## src/rtl/cpu_sram_arbiter.sv

```systemverilog
// rtl/cpu_sram_arbiter.sv - shares one sram-like bus between the fetch and data ports of the CPU
module cpu_sram_arbiter #(
   parameter int DEPTH        = 4,
   parameter int STARVE_LIMIT = 8
) (
   input  logic                     clk,
   input  logic                     resetn,
   input  logic                     inst_sram_req,
   input  logic                     inst_sram_wr,
   input  logic [1:0]               inst_sram_size,
   input  logic [31:0]              inst_sram_addr,
   input  logic [31:0]              inst_sram_wdata,
   output logic                     inst_sram_addrok,
   output logic                     inst_sram_dataok,
   output logic [31:0]              inst_sram_rdata,
   input  logic                     data_sram_req,
   input  logic                     data_sram_wr,
   input  logic [1:0]               data_sram_size,
   input  logic [3:0]               data_sram_wstrb,
   input  logic [31:0]              data_sram_addr,
   input  logic [31:0]              data_sram_wdata,
   output logic                     data_sram_addrok,
   output logic                     data_sram_dataok,
   output logic [31:0]              data_sram_rdata,
   output logic                     sram_req,
   output logic                     sram_wr,
   output logic [1:0]               sram_size,
   output logic [3:0]               sram_wstrb,
   output logic [31:0]              sram_addr,
   output logic [31:0]              sram_wdata,
   input  logic                     sram_addrok,
   input  logic                     sram_dataok,
   input  logic [31:0]              sram_rdata,
   output logic [$clog2(DEPTH):0]   outstanding,
   output logic                     resp_err
);

   localparam int PW = $clog2(DEPTH);
   localparam int SW = $clog2(STARVE_LIMIT + 1);
   localparam logic [PW:0]   L_DEPTH = DEPTH[PW:0];
   localparam logic [SW-1:0] L_LIMIT = STARVE_LIMIT[SW-1:0];
   localparam logic ID_INST = 1'b0;
   localparam logic ID_DATA = 1'b1;

   typedef enum logic {ST_FREE, ST_LOCKED} lock_state_t;

   lock_state_t      r_state;
   lock_state_t      w_state_nxt;
   logic             r_lock_id;
   logic [DEPTH-1:0] r_fifo;
   logic [PW-1:0]    r_wptr;
   logic [PW-1:0]    r_rptr;
   logic [PW:0]      r_count;
   logic [SW-1:0]    r_starve;
   logic             r_resp_err;

   logic             w_room;
   logic             w_own_valid;
   logic             w_own_id;
   logic             w_is_inst;
   logic             w_is_data;
   logic             w_push;
   logic             w_pop;
   logic             w_head;
   logic             w_unused;

   assign w_unused = ^inst_sram_wdata;
   assign w_room   = (r_count != L_DEPTH);

   // A full FIFO blocks the bus outright, even while a locked master waits.
   always_comb begin
      w_own_valid = 1'b0;
      w_own_id    = ID_INST;
      if (resetn && w_room) begin
         if (r_state == ST_LOCKED) begin
            w_own_valid = 1'b1;
            w_own_id    = r_lock_id;
         end else if (data_sram_req && !(r_starve == L_LIMIT && inst_sram_req)) begin
            w_own_valid = 1'b1;
            w_own_id    = ID_DATA;
         end else if (inst_sram_req) begin
            w_own_valid = 1'b1;
            w_own_id    = ID_INST;
         end
      end
   end

   assign w_is_inst = w_own_valid && (w_own_id == ID_INST);
   assign w_is_data = w_own_valid && (w_own_id == ID_DATA);

   always_comb begin
      sram_req   = 1'b0;
      sram_wr    = 1'b0;
      sram_size  = 2'b0;
      sram_wstrb = 4'b0;
      sram_addr  = 32'b0;
      sram_wdata = 32'b0;
      if (w_is_data) begin
         sram_req   = data_sram_req;
         sram_wr    = data_sram_wr;
         sram_size  = data_sram_size;
         sram_wstrb = data_sram_wstrb;
         sram_addr  = data_sram_addr;
         sram_wdata = data_sram_wdata;
      end else if (w_is_inst) begin
         sram_req   = inst_sram_req;
         sram_wr    = inst_sram_wr;
         sram_size  = inst_sram_size;
         sram_addr  = inst_sram_addr;
      end
   end

   assign w_push = sram_req && sram_addrok;
   assign w_pop  = resetn && sram_dataok && (r_count != '0);
   assign w_head = r_fifo[r_rptr];

   assign inst_sram_addrok = w_push && (w_own_id == ID_INST);
   assign data_sram_addrok = w_push && (w_own_id == ID_DATA);
   assign inst_sram_dataok = w_pop && (w_head == ID_INST);
   assign data_sram_dataok = w_pop && (w_head == ID_DATA);
   assign inst_sram_rdata  = resetn ? sram_rdata : 32'b0;
   assign data_sram_rdata  = resetn ? sram_rdata : 32'b0;
   assign outstanding      = r_count;
   assign resp_err         = r_resp_err;

   always_comb begin
      w_state_nxt = r_state;
      case (r_state)
         ST_FREE:   if (sram_req && !sram_addrok) w_state_nxt = ST_LOCKED;
         ST_LOCKED: if (w_push) w_state_nxt = ST_FREE;
         default:   w_state_nxt = ST_FREE;
      endcase
   end

   always_ff @(posedge clk or negedge resetn) begin
      if (!resetn) begin
         r_state   <= ST_FREE;
         r_lock_id <= ID_INST;
      end else begin
         r_state <= w_state_nxt;
         if (r_state == ST_FREE && w_state_nxt == ST_LOCKED) r_lock_id <= w_own_id;
      end
   end

   always_ff @(posedge clk or negedge resetn) begin
      if (!resetn) begin
         r_fifo  <= '0;
         r_wptr  <= '0;
         r_rptr  <= '0;
         r_count <= '0;
      end else begin
         if (w_push) begin
            r_fifo[r_wptr] <= w_own_id;
            r_wptr         <= r_wptr + 1'b1;
         end
         if (w_pop) r_rptr <= r_rptr + 1'b1;
         case ({w_push, w_pop})
            2'b10:   r_count <= r_count + 1'b1;
            2'b01:   r_count <= r_count - 1'b1;
            default: r_count <= r_count;
         endcase
      end
   end

   // Counts only cycles where fetch is asking and somebody else holds (or nobody is given) the bus.
   always_ff @(posedge clk or negedge resetn) begin
      if (!resetn) begin
         r_starve <= '0;
      end else if (!inst_sram_req || inst_sram_addrok) begin
         r_starve <= '0;
      end else if (!w_is_inst && r_starve != L_LIMIT) begin
         r_starve <= r_starve + 1'b1;
      end
   end

   always_ff @(posedge clk or negedge resetn) begin
      if (!resetn) begin
         r_resp_err <= 1'b0;
      end else if (sram_dataok && r_count == '0) begin
         r_resp_err <= 1'b1;
      end
   end

endmodule
```

## config.mk

```make
export PLATFORM = sky130hd
export DESIGN_NAME = cpu_sram_arbiter
export DESIGN_NICKNAME = d
export VERILOG_FILES = /design/src/rtl/cpu_sram_arbiter.sv
export SDC_FILE = /design/constraint.sdc
export NUM_CORES = 1
export LEC_CHECK = 0
export BUFFER_PORTS_ARGS = -buffer_cell sky130_fd_sc_hd__buf_4
export CORE_AREA = 2 2 125 127
export DETAILED_ROUTE_END_ITERATION = 8
export DIE_AREA = 0 0 127 129
export GPL_TIMING_DRIVEN = 0
export HOLD_SLACK_MARGIN = 0.02
export SYNTH_ARGS = -nofsm -noshare
export SYNTH_HDL_FRONTEND = slang
export SYNTH_SLANG_ARGS = --single-unit
export TNS_END_PERCENT = 30
```

## constraint.sdc

```tcl
create_clock -name clk -period 6.5 [get_ports clk]
set_input_delay 0.65 -clock clk [delete_from_list [all_inputs] [get_ports clk]]
set_output_delay 0.65 -clock clk [all_outputs]
set_load 0.05 [all_outputs]
```

# Word level (Yosys, flattened, before mapping)
# Index checks and enable logic that the tools add are counted.
dict set report word_totals {
  elab_cells 79
  romBits 0
  latch_bits 0
  output_inout_bits 144
  inputBits 176
  mem_count 0
  ff_bits 18
  mem_bits_rw 0
}
dict set report classes {
  n_mul 0
  div 0
  reduce_logical 26
  eq_ne 5
  mux 29
  add_sub_neg 5
  bitwise_logic 3
  n_lt_le_gt_ge 3
  shifts 0
}
# op count
set ops {}
lappend ops {{32-bit 2-to-1 mux} 4}
lappend ops {{1-bit logical AND} 17}
lappend ops {{1-bit 2-to-1 mux} 15}
lappend ops {{4-bit 2-to-1 mux} 3}
lappend ops {{2-bit by 3-bit < comparator with 1-bit output (second input constant)} 2}
lappend ops {{3-bit one-hot mux with 2 select lines} 1}
lappend ops {{2-bit by 1-bit adder with 2-bit output (second input constant)} 2}
lappend ops {{4-bit by 1-bit adder with 4-bit output (second input constant)} 1}
lappend ops {{4-bit bitwise mux} 1}
lappend ops {{4-bit equality test (second input constant)} 1}
lappend ops {{1-bit zero test} 4}
lappend ops {{2-bit 2-to-1 mux} 2}
lappend ops {{4-bit != test (second input constant)} 1}
lappend ops {{2-bit nonzero test} 2}
lappend ops {{3-bit by 1-bit adder with 3-bit output (second input constant)} 1}
lappend ops {{3-bit zero test} 1}
lappend ops {{3-bit != test (second input constant)} 1}
lappend ops {{1-bit inverter} 3}
lappend ops {{3-bit nonzero test} 1}
lappend ops {{3-bit by 1-bit subtractor with 3-bit output (second input constant)} 1}
lappend ops {{1-bit binary-select mux with 2-bit select} 1}
lappend ops {{1-bit demux with 2-bit select} 1}
lappend ops {{2-bit by 1-bit equality test with 1-bit output (second input constant)} 1}
lappend ops {{2-bit equality test (second input constant)} 1}
lappend ops {{other kinds (3)} 3}

# Longest topological paths before layout
# Gate-level depths: netlist of the first run.
dict set report depth {
  ltp_word 15
  ltp_mapped 10
  mapped_depth_nobuf 9
}

# Worst setup path after synthesis of the first run
# OpenSTA, ideal clock, no wires.
dict set report synth_path {
  path_kind {register -> output}
  startpoint {reg r_count[2], in the netlist outstanding[2]}
  endpoint {out inst_sram_addrok}
  slack_ns 3.242
  t_required_ns 5.850
  arrival_time_ns 2.608
  stages_incl_launch_ff 5
  path_buffers 0
  path_cell_list {dfrtp_1 > nor3b_2 > a2111oi_4 > nand2_2 > nor2_1}
}
dict set report synth_between {
  elab_chain_cells 9
  word_cells_on_any_way 11
  classes_between {eq/ne (1); mux (4); bitwise (1); reduce/logical (5)}
}
# element line
set synth_rtl {}
lappend synth_rtl {{from (decl)} 53} ;# logic [PW:0] r_count;
lappend synth_rtl {{from (signal assigned)} 158} ;# 2'b10: r_count <= r_count + 1'b1;
lappend synth_rtl {{from (signal assigned)} 159} ;# 2'b01: r_count <= r_count - 1'b1;
lappend synth_rtl {{from (signal assigned)} 160} ;# default: r_count <= r_count;
lappend synth_rtl {{3-bit != test (*)} 68} ;# assign w_room = (r_count != L_DEPTH);
lappend synth_rtl {{1-bit logical AND (*)} 74} ;# if (resetn && w_room) begin
lappend synth_rtl {{1-bit 2-to-1 mux} 74}
lappend synth_rtl {{1-bit inverter} 88} ;# assign w_is_inst = w_own_valid && (w_own_id == ID_INST);
lappend synth_rtl {{1-bit logical AND} 88}
lappend synth_rtl {{1-bit 2-to-1 mux} 105} ;# end else if (w_is_inst) begin
lappend synth_rtl {{1-bit 2-to-1 mux (*)} 98} ;# if (w_is_data) begin
lappend synth_rtl {{named net sram_req} 25} ;# output logic sram_req,
lappend synth_rtl {{1-bit logical AND (*)} 113} ;# assign w_push = sram_req && sram_addrok;
lappend synth_rtl {{1-bit logical AND (*)} 117} ;# assign inst_sram_addrok = w_push && (w_own_id == ID_INST);
lappend synth_rtl {{to (decl)} 13} ;# output logic inst_sram_addrok,
# The timed path passes the listed nets; every way through them passes the cells marked *.

# Worst setup path in the final report of the first run
dict set report layout_path {
  startpoint {reg r_starve[0]}
  endpoint {out sram_addr[7]}
}
dict set report layout_between {
  elab_chain_cells 11
  word_cells_on_any_way 15
  classes_between {eq/ne (1); mux (8); bitwise (1); reduce/logical (5)}
}
# element line
set layout_rtl {}
lappend layout_rtl {{from (decl)} 54} ;# logic [SW-1:0] r_starve;
lappend layout_rtl {{from (signal assigned)} 172} ;# r_starve <= r_starve + 1'b1;
lappend layout_rtl {{4-bit equality test (*)} 78} ;# end else if (data_sram_req && !(r_starve == L_LIMIT && inst_sram_req)) begin
lappend layout_rtl {{1-bit logical AND (*)} 78}
lappend layout_rtl {{1-bit zero test (*)} 78}
lappend layout_rtl {{1-bit logical AND (*)} 78}
lappend layout_rtl {{1-bit 2-to-1 mux} 78}
lappend layout_rtl {{1-bit 2-to-1 mux} 75} ;# if (r_state == ST_LOCKED) begin
lappend layout_rtl {{1-bit 2-to-1 mux} 74}
lappend layout_rtl {{1-bit inverter} 88}
lappend layout_rtl {{1-bit logical AND} 88}
lappend layout_rtl {{32-bit 2-to-1 mux} 105}
lappend layout_rtl {{32-bit 2-to-1 mux (*)} 98}
lappend layout_rtl {{to (decl)} 29} ;# output logic [31:0] sram_addr,
# Mark *: on every way between the ends. The rest lies on a longest branch, timed or not.

==> results of run 1 <==
cell usage in the layout (no fill, tap or decap), types with 2 or more instances in the layout:
master and count:
and3_1 2, o31ai_1 3, dfrtp_1 18, xnor2_1 5, clkbuf_1 8, nor2_1 8
mux2_1 5, nand2_1 8, inv_1 11, ha_1 7, clkbuf_16 3, buf_6 2
nand3_1 7, buf_2 5, a22o_1 35, buf_4 320, o22ai_1 3, o21a_1 2
and2_1 69
sequential cells by signal (all words and copies together) (netlist names):
register     cells
outstanding      3
r_lock_id        1
resp_err         1
r_wptr           2
r_fifo           4
r_starve         4
r_state          1
r_rptr           2
final timing paths:
check	startpoint	to	slack, ns	depth (start not counted)
worst max-delay path	r_starve[0]$_DFFE_PN0P_	sram_addr[7]	3.26	8
worst max register to register	outstanding[2]$_DFFE_PN0P_	outstanding[1]$_DFFE_PN0P_	4.13	7
max in group asynchronous	resetn	r_lock_id$_DFFE_PN0P_	5.97	1
worst min register to register	resp_err$_DFFE_PN0P_	resp_err$_DFFE_PN0P_	0.47	1
worst min-delay path	resetn	resp_err$_DFFE_PN0P_	0.29	1
min in group clk	resp_err$_DFFE_PN0P_	resp_err$_DFFE_PN0P_	0.47	1
routing by layer:
layer / part of all wire, % / vias to the layer above / GRT usage, %
li1: - / 1448 / -
met5: 0 / - / 0
met4: 0.73 / 0 / 2.133
met2: 50 / 107 / 17.27
met3: 6.6 / 7 / 2.245
met1: 43 / 1315 / 14.59
cell type report:
class	count	area [µm²]	area share, %
buffer	49	330.3	7.103
clock buffer	4	88.84	1.910
inverter	11	41.29	0.8878
multi-input combinational	180	1350	29.03
sequential	18	450.4	9.685
tap	188	235.2	5.058
timing repair buffer	287	2155	46.33
power breakdown:
group | internal [mW] | switching, mW
clock network | 0.0937 | 0.0425
registers | 0.158 | 0.0493
logic | 0.453 | 0.863
stage by stage:
stage / area [µm²] / setup slack, ns / power, mW / utilization, %
floorplan: 2172 / 3.242 / 1.117 / -
global placement: 4562 / 3.448 / 1.524 / 30.46
detailed placement: 4562 / 3.450 / 1.525 / 30.46
CTS: 4651 / 3.243 / 1.668 / 31.05
global route: 4651 / 3.067 / 1.746 / 31.05
finish: 4651 / 3.258 / 1.660 / 31.05
logic make-up (layout without fill, tap and decap cells):
family / after synthesis / count (layout) / share of synthesized area [%]
mux: 7 / 7 / 4.090
flops: 18 / 18 / 20.74
simple gates: 107 / 107 / 29.32
compound gates: 52 / 52 / 21.37
fa+ha+maj: 8 / 8 / 4.954
xor+xnor: 6 / 6 / 2.419
buf+inv: 60 / 351 / 17.11
==> results_dict.tcl, run 1 <==
set metrics [dict create \
    drtIter0Drc 88 \
    clkTransAtPathRegs_ns 0.05 \
    synth.avg_cell_area_um2 8.419 \
    cts_max_path_buffers 2 \
    fillers 1608 \
    layout-drive-gt1-share_pct 61.93 \
    postSynthCellCount 258 \
    syn_nets 442 \
    cts_made_buffers 3 \
    insertedDiodeCount 0 \
    drt_wl_total_um 10100 \
    critical_path_required_ns 5.85 \
    ios 320 \
    grt_pass1_vias 2647 \
    instances_no_fill 737 \
    power.leakage_nw 2.517 \
    cp_num_buf_inv 3 \
    slowest_stage "clkbuf_1" \
    async_flop_share_pct 100.0 \
    synth_top_area_cell "dfrtp_1" \
    synthTopCellsByCount "69 x and2_1, 35 x a22o_1, 33 x buf_4, 18 x dfrtp_1, 11 x inv_1" \
    crit_path_start_kind "register" \
    synth_most_common_cell "and2_1" \
    tns_ns 0 \
    wire_per_inst_um 13.70 \
    die_w_um 127 \
    finalNetCount 734 \
    grt_pass1_wl_um 14080 \
    crit_family "buffers and inverters" \
    power_density_mw_per_mm2 356.9 \
    synth_top_area_share_pct 20.74 \
    critical_path.max_stage_delay_ns 0.45 \
    placed_cells 733 \
    die_area_mm2 0.01638 \
    clk_latency_ns 0.25 \
    drc 0 \
    hold_slack_ns 0.2883 \
    fin_skew_ns 0.001376 \
    ys_ff_latch 18 \
    max-cap-violations 0 \
    start_util_pct 14.50 \
    h-tree-depth 1 \
    postCtsHoldBufs 0 \
    period_share_pct 49.88 \
    cts_root_buffer "clkbuf_16" \
    grt_use_total_pct 10.61 \
    slew_headroom_pct 66.37 \
    synth_ff_type "dfrtp_1" \
    cts_resized 0 \
    die-height_um 129 \
    place_congestion 0.7909 \
    antenna_found_initial 0 \
    ys_warn_count 0 \
    cts_setup_buffers 0 \
    hp-class "in2async" \
    grt-ovfl-total 0 \
    rows 45 \
    vias_per_cell 3.904 \
    critPathArrivalTime_ns 2.59 \
    criticalPathCategory "reg2out" \
    status "finished, final reports clean" \
    synth_seq_area_share_pct 20.74 \
    crit_chain "inv_1, ha_1, and3b_1, o221ai_2, nor2_2, clkbuf_1, a22o_1, buf_4" \
    cts_sinks 18 \
    grt_setup_unrepaired "false" \
    ir_drop_uv 183.4 \
    syn_area_mm2 0.002172 \
    port_buffers 287 \
    fin_crit_ns 3.242 \
    dp_hpwl_um 8649 \
    synth.area.top_cells "dfrtp_1 21%, and2_1 20%, a22o_1 14%" \
    fp.coreArea_mm2 0.01498 \
    synth-edff-count 0 \
    cts_tree "built" \
    slew_viol_final 0 \
    vias 2877 \
    fmax_mhz 308.4 \
    yosys.cell_types.count 45 \
    worstPathMaxFanout 10 \
    grt_max_degree 27 \
    ant_nets 0 \
    hold_viol 0 \
    worstMarginPinSlew_ns 0.5044 \
    syn_to_final_growth_pct 114.1 \
    firstDrtPassIters 4 \
    worstSetupEndpointType "primary output" \
    setup_viol 0 \
]
Note: power is estimated with default switching activity, not from simulation.
==> run 2, diff against run 1 <==
--- a/config.mk
+++ b/config.mk
@@ -5,10 +5,11 @@
 export SDC_FILE = /design/constraint.sdc
 export NUM_CORES = 1
 export LEC_CHECK = 0
+export ABC_AREA = 1
 export BUFFER_PORTS_ARGS = -buffer_cell sky130_fd_sc_hd__buf_4
-export CORE_AREA = 2 2 125 127
+export CORE_AREA = 2 2 126 128
 export DETAILED_ROUTE_END_ITERATION = 8
-export DIE_AREA = 0 0 127 129
+export DIE_AREA = 0 0 128 130
 export GPL_TIMING_DRIVEN = 0
 export HOLD_SLACK_MARGIN = 0.02
 export SYNTH_ARGS = -nofsm -noshare
==> constraint.sdc (replaced) <==
create_clock -name clk -period 2.9 [get_ports clk]
set_input_delay 0.29 -clock clk [delete_from_list [all_inputs] [get_ports clk]]
set_output_delay 0.29 -clock clk [all_outputs]
set_load 0.05 [all_outputs]
==> run 2 against run 1 <==
  * Combinational power is 90% higher
  * Clock-buffer cell count unchanged
  * Largest power group unchanged
  * Global-route usage about the same
  * Critical path type unchanged
  * Die area up 1.6%
  * Largest cell class unchanged
  * Clock skew rose by 0.0029 ns
  * Via count is 17% higher
  * Critical endpoint is now sram_addr[4]
==> results_dict.tcl, run 2 <==
set metrics [dict create \
    status "finished, final reports clean" \
    max-cap-violations 0 \
    final_cell_mix "320 x buf_4, 127 x nand2_1, 88 x inv_1, 47 x nand3_1, 42 x nor2_1" \
    ant_nets 0 \
    worstMarginPinSlew_ns 0.7865 \
    p_int_mw 1.352 \
    hp-class "in2reg" \
    start_util_pct 15.02 \
    h-tree-depth 1 \
    yosys.area_share.xor_xnor_pct 2.646 \
    r2r-end "outstanding[2]$_DFFE_PN0P_" \
    hold_viol 0 \
    die_w_um 128 \
    synthAdderAreaFrac_pct 4.644 \
    synth.area.mux_share_pct 0 \
    grt-ovfl-total 0 \
    syn_area_mm2 0.002317 \
    synth_simple_gate_area_share_pct 41.31 \
    cts_tree "built" \
    fin_crit_ns 2.561 \
    synth_compound_area_share_pct 3.888 \
    placed_cells 893 \
    tns_ns 0 \
    synth_most_common_cell "nand2_1" \
    final_core_util_pct 31.44 \
    async_flop_share_pct 100.0 \
    holdPathStages 2 \
    fmax_mhz 390.5 \
    synth_top_area_cell "nand2_1" \
    hold_end "resp_err$_DFFE_PN0P_" \
    synth_seq_area_share_pct 19.44 \
    cts_root_buffer "clkbuf_16" \
    slew_viol_final 0 \
    ios 320 \
    instances_no_fill 900 \
    final_cell_area_mm2 0.004850 \
    period_share_pct 88.31 \
    ir_drop_uv 320.7 \
    antenna_found_initial 1 \
    switching_share_pct 58.33 \
    ys_warn_count 0 \
    worstSetupEndpointType "primary output" \
    dp_hpwl_um 8356 \
    grt_max_degree 19 \
    synth_top_area_share_pct 20.73 \
    critPathArrivalTime_ns 2.27 \
    crit_path_start_kind "register" \
    clk_latency_ns 0.25 \
    final_common_cell "buf_4" \
    drtIter0Drc 71 \
    slew_headroom_pct 47.39 \
    firstDrtPassIters 4 \
    p_seq_share_pct 13.5 \
    yosys.cell_types.count 26 \
    cts_max_path_buffers 2 \
    synthTopCellsByCount "128 x nand2_1, 88 x inv_1, 47 x nand3_1, 42 x nor2_1, 32 x buf_4" \
    synth_top_family_by_area "simple AND/OR/NAND/NOR gates" \
    drc 0 \
    hp-start "sram_dataok" \
    drt_wl_total_um 9831 \
    synth_ff_type "dfrtp_1" \
    finalNetCount 893 \
    syn_nets 598 \
    criticalPathCategory "reg2out" \
    reg2reg_slack_ns 0.46 \
    layout-drive-gt1-share_pct 48.16 \
    ys_ff_latch 18 \
    cts_sinks 18 \
    port_buffers 287 \
    rr_worst_depth 16 \
    power.leakage_nw 3.144 \
    grt_pass1_vias 3127 \
    synth.avg_cell_area_um2 5.597 \
    power_density_mw_per_mm2 668.8 \
    worstPathMaxFanout 10 \
    fp.coreArea_mm2 0.01542 \
    critical_path_required_ns 2.61 \
    setup_viol 0 \
    power_frac_comb_pct 77.3 \
    insertedDiodeCount 0 \
    place_congestion 0.7465 \
    hold_slack_ns 0.2652 \
    timing.rr.start "r_starve[0]$_DFFE_PN0P_" \
    wire_per_inst_um 10.92 \
    vias_per_cell 3.753 \
    p_sw_mw 1.892 \
    clkTransAtPathRegs_ns 0.05 \
    die-height_um 130 \
    grt_use_total_pct 10.65 \
    cts_made_buffers 3 \
    rows 46 \
    place_area_mm2 0.004712 \
    vias 3378 \
    p_clk_share_pct 9.2 \
    synth.area.top_cells "nand2_1 21%, dfrtp_1 19%, inv_1 14%" \
    postSynthCellCount 414 \
    grt_setup_unrepaired "false" \
    fin_skew_ns 0.004312 \
    synth-edff-count 0 \
    syn_to_final_growth_pct 109.3 \
    grt_pass1_wl_um 14590 \
    die_area_mm2 0.01664 \
]
==> run 2: through the flow <==
stage,setup WS [ns],power [mW]
2_1_floorplan,0.2524,2.128
3_3_place_gp,-0.1875,2.923
3_5_place_dp,-0.1743,2.926
6_report,0.3390,3.243
5_1_grt,0.1179,3.463
4_1_cts,0.08236,3.244
==> run 2: cells by family after synthesis <==
logic type	Yosys count
compound gates	14
buf+inv	139
simple gates	228
xor+xnor	7
flops	18
fa+ha+maj	8
==> run 2: per-layer routing <==
| metal | wire length [µm] | up-vias | global-route usage, % |
|---|---|---|---|
| li1 | - | 1773 | - |
| met1 | 3992 | 1413 | 12.60 |
| met2 | 4793 | 182 | 19.75 |
| met3 | 977 | 8 | 2.665 |
| met4 | 55 | 2 | 1.810 |
| met5 | 13 | - | 0 |
==> run 2: power groups by stage <==
stage	clock, mW	combinational, mW	sequential, mW
6_report	0.299	2.51	0.436
5_1_grt	0.317	2.69	0.452
4_1_cts	0.306	2.50	0.436
3_5_place_dp	0	2.49	0.439
3_3_place_gp	0	2.48	0.440
2_1_floorplan	0	1.63	0.495
==> run 2: critical path: stages, from the launching register on <==
cell and delay [ns]:
dfrtp_1 0.41, inv_1 0.10, nand3_1 0.09, nand2_1 0.13
nor2_4 0.33, clkbuf_1 0.43, nand3_1 0.18, nand2_1 0.13
buf_4 0.20
==> run 2: worst max path at each step <==
stage                                             to  cells past startpoint  slack, ns                  startpoint
after floorplan                     data_sram_addrok                      8       0.25  outstanding[0]$_DFFE_PN0P_
after global placement    outstanding[1]$_DFFE_PN0P_                     11      -0.19                      resetn
after detailed placement  outstanding[1]$_DFFE_PN0P_                     11      -0.17                      resetn
after CTS                               sram_addr[4]                     10       0.08     r_starve[0]$_DFFE_PN0P_
after global routing                    sram_addr[7]                     13       0.12     r_starve[0]$_DFFE_PN0P_
final                                   sram_addr[4]                      8       0.34  outstanding[0]$_DFFE_PN0P_
==> run 2: final cells by class <==
type,count,area [µm²]
inverters,90,340.3
clock buffers,4,88.84
well taps,192,240.2
fillers,1735,10580
repair buffers,290,2192
flip-flops and latches,18,450.4
plain buffers,49,314.1
multi-input cells,257,1224
==> run 2: repair_timing <==
action	4_1_cts	5_1_grt
gates cloned	0	0
gates resized for setup	1	4
hold buffers	1	0
endpoints found under the setup margin	6	7
setup buffers	0	2
endpoints found under the hold margin	18	0
pin swaps	0	1
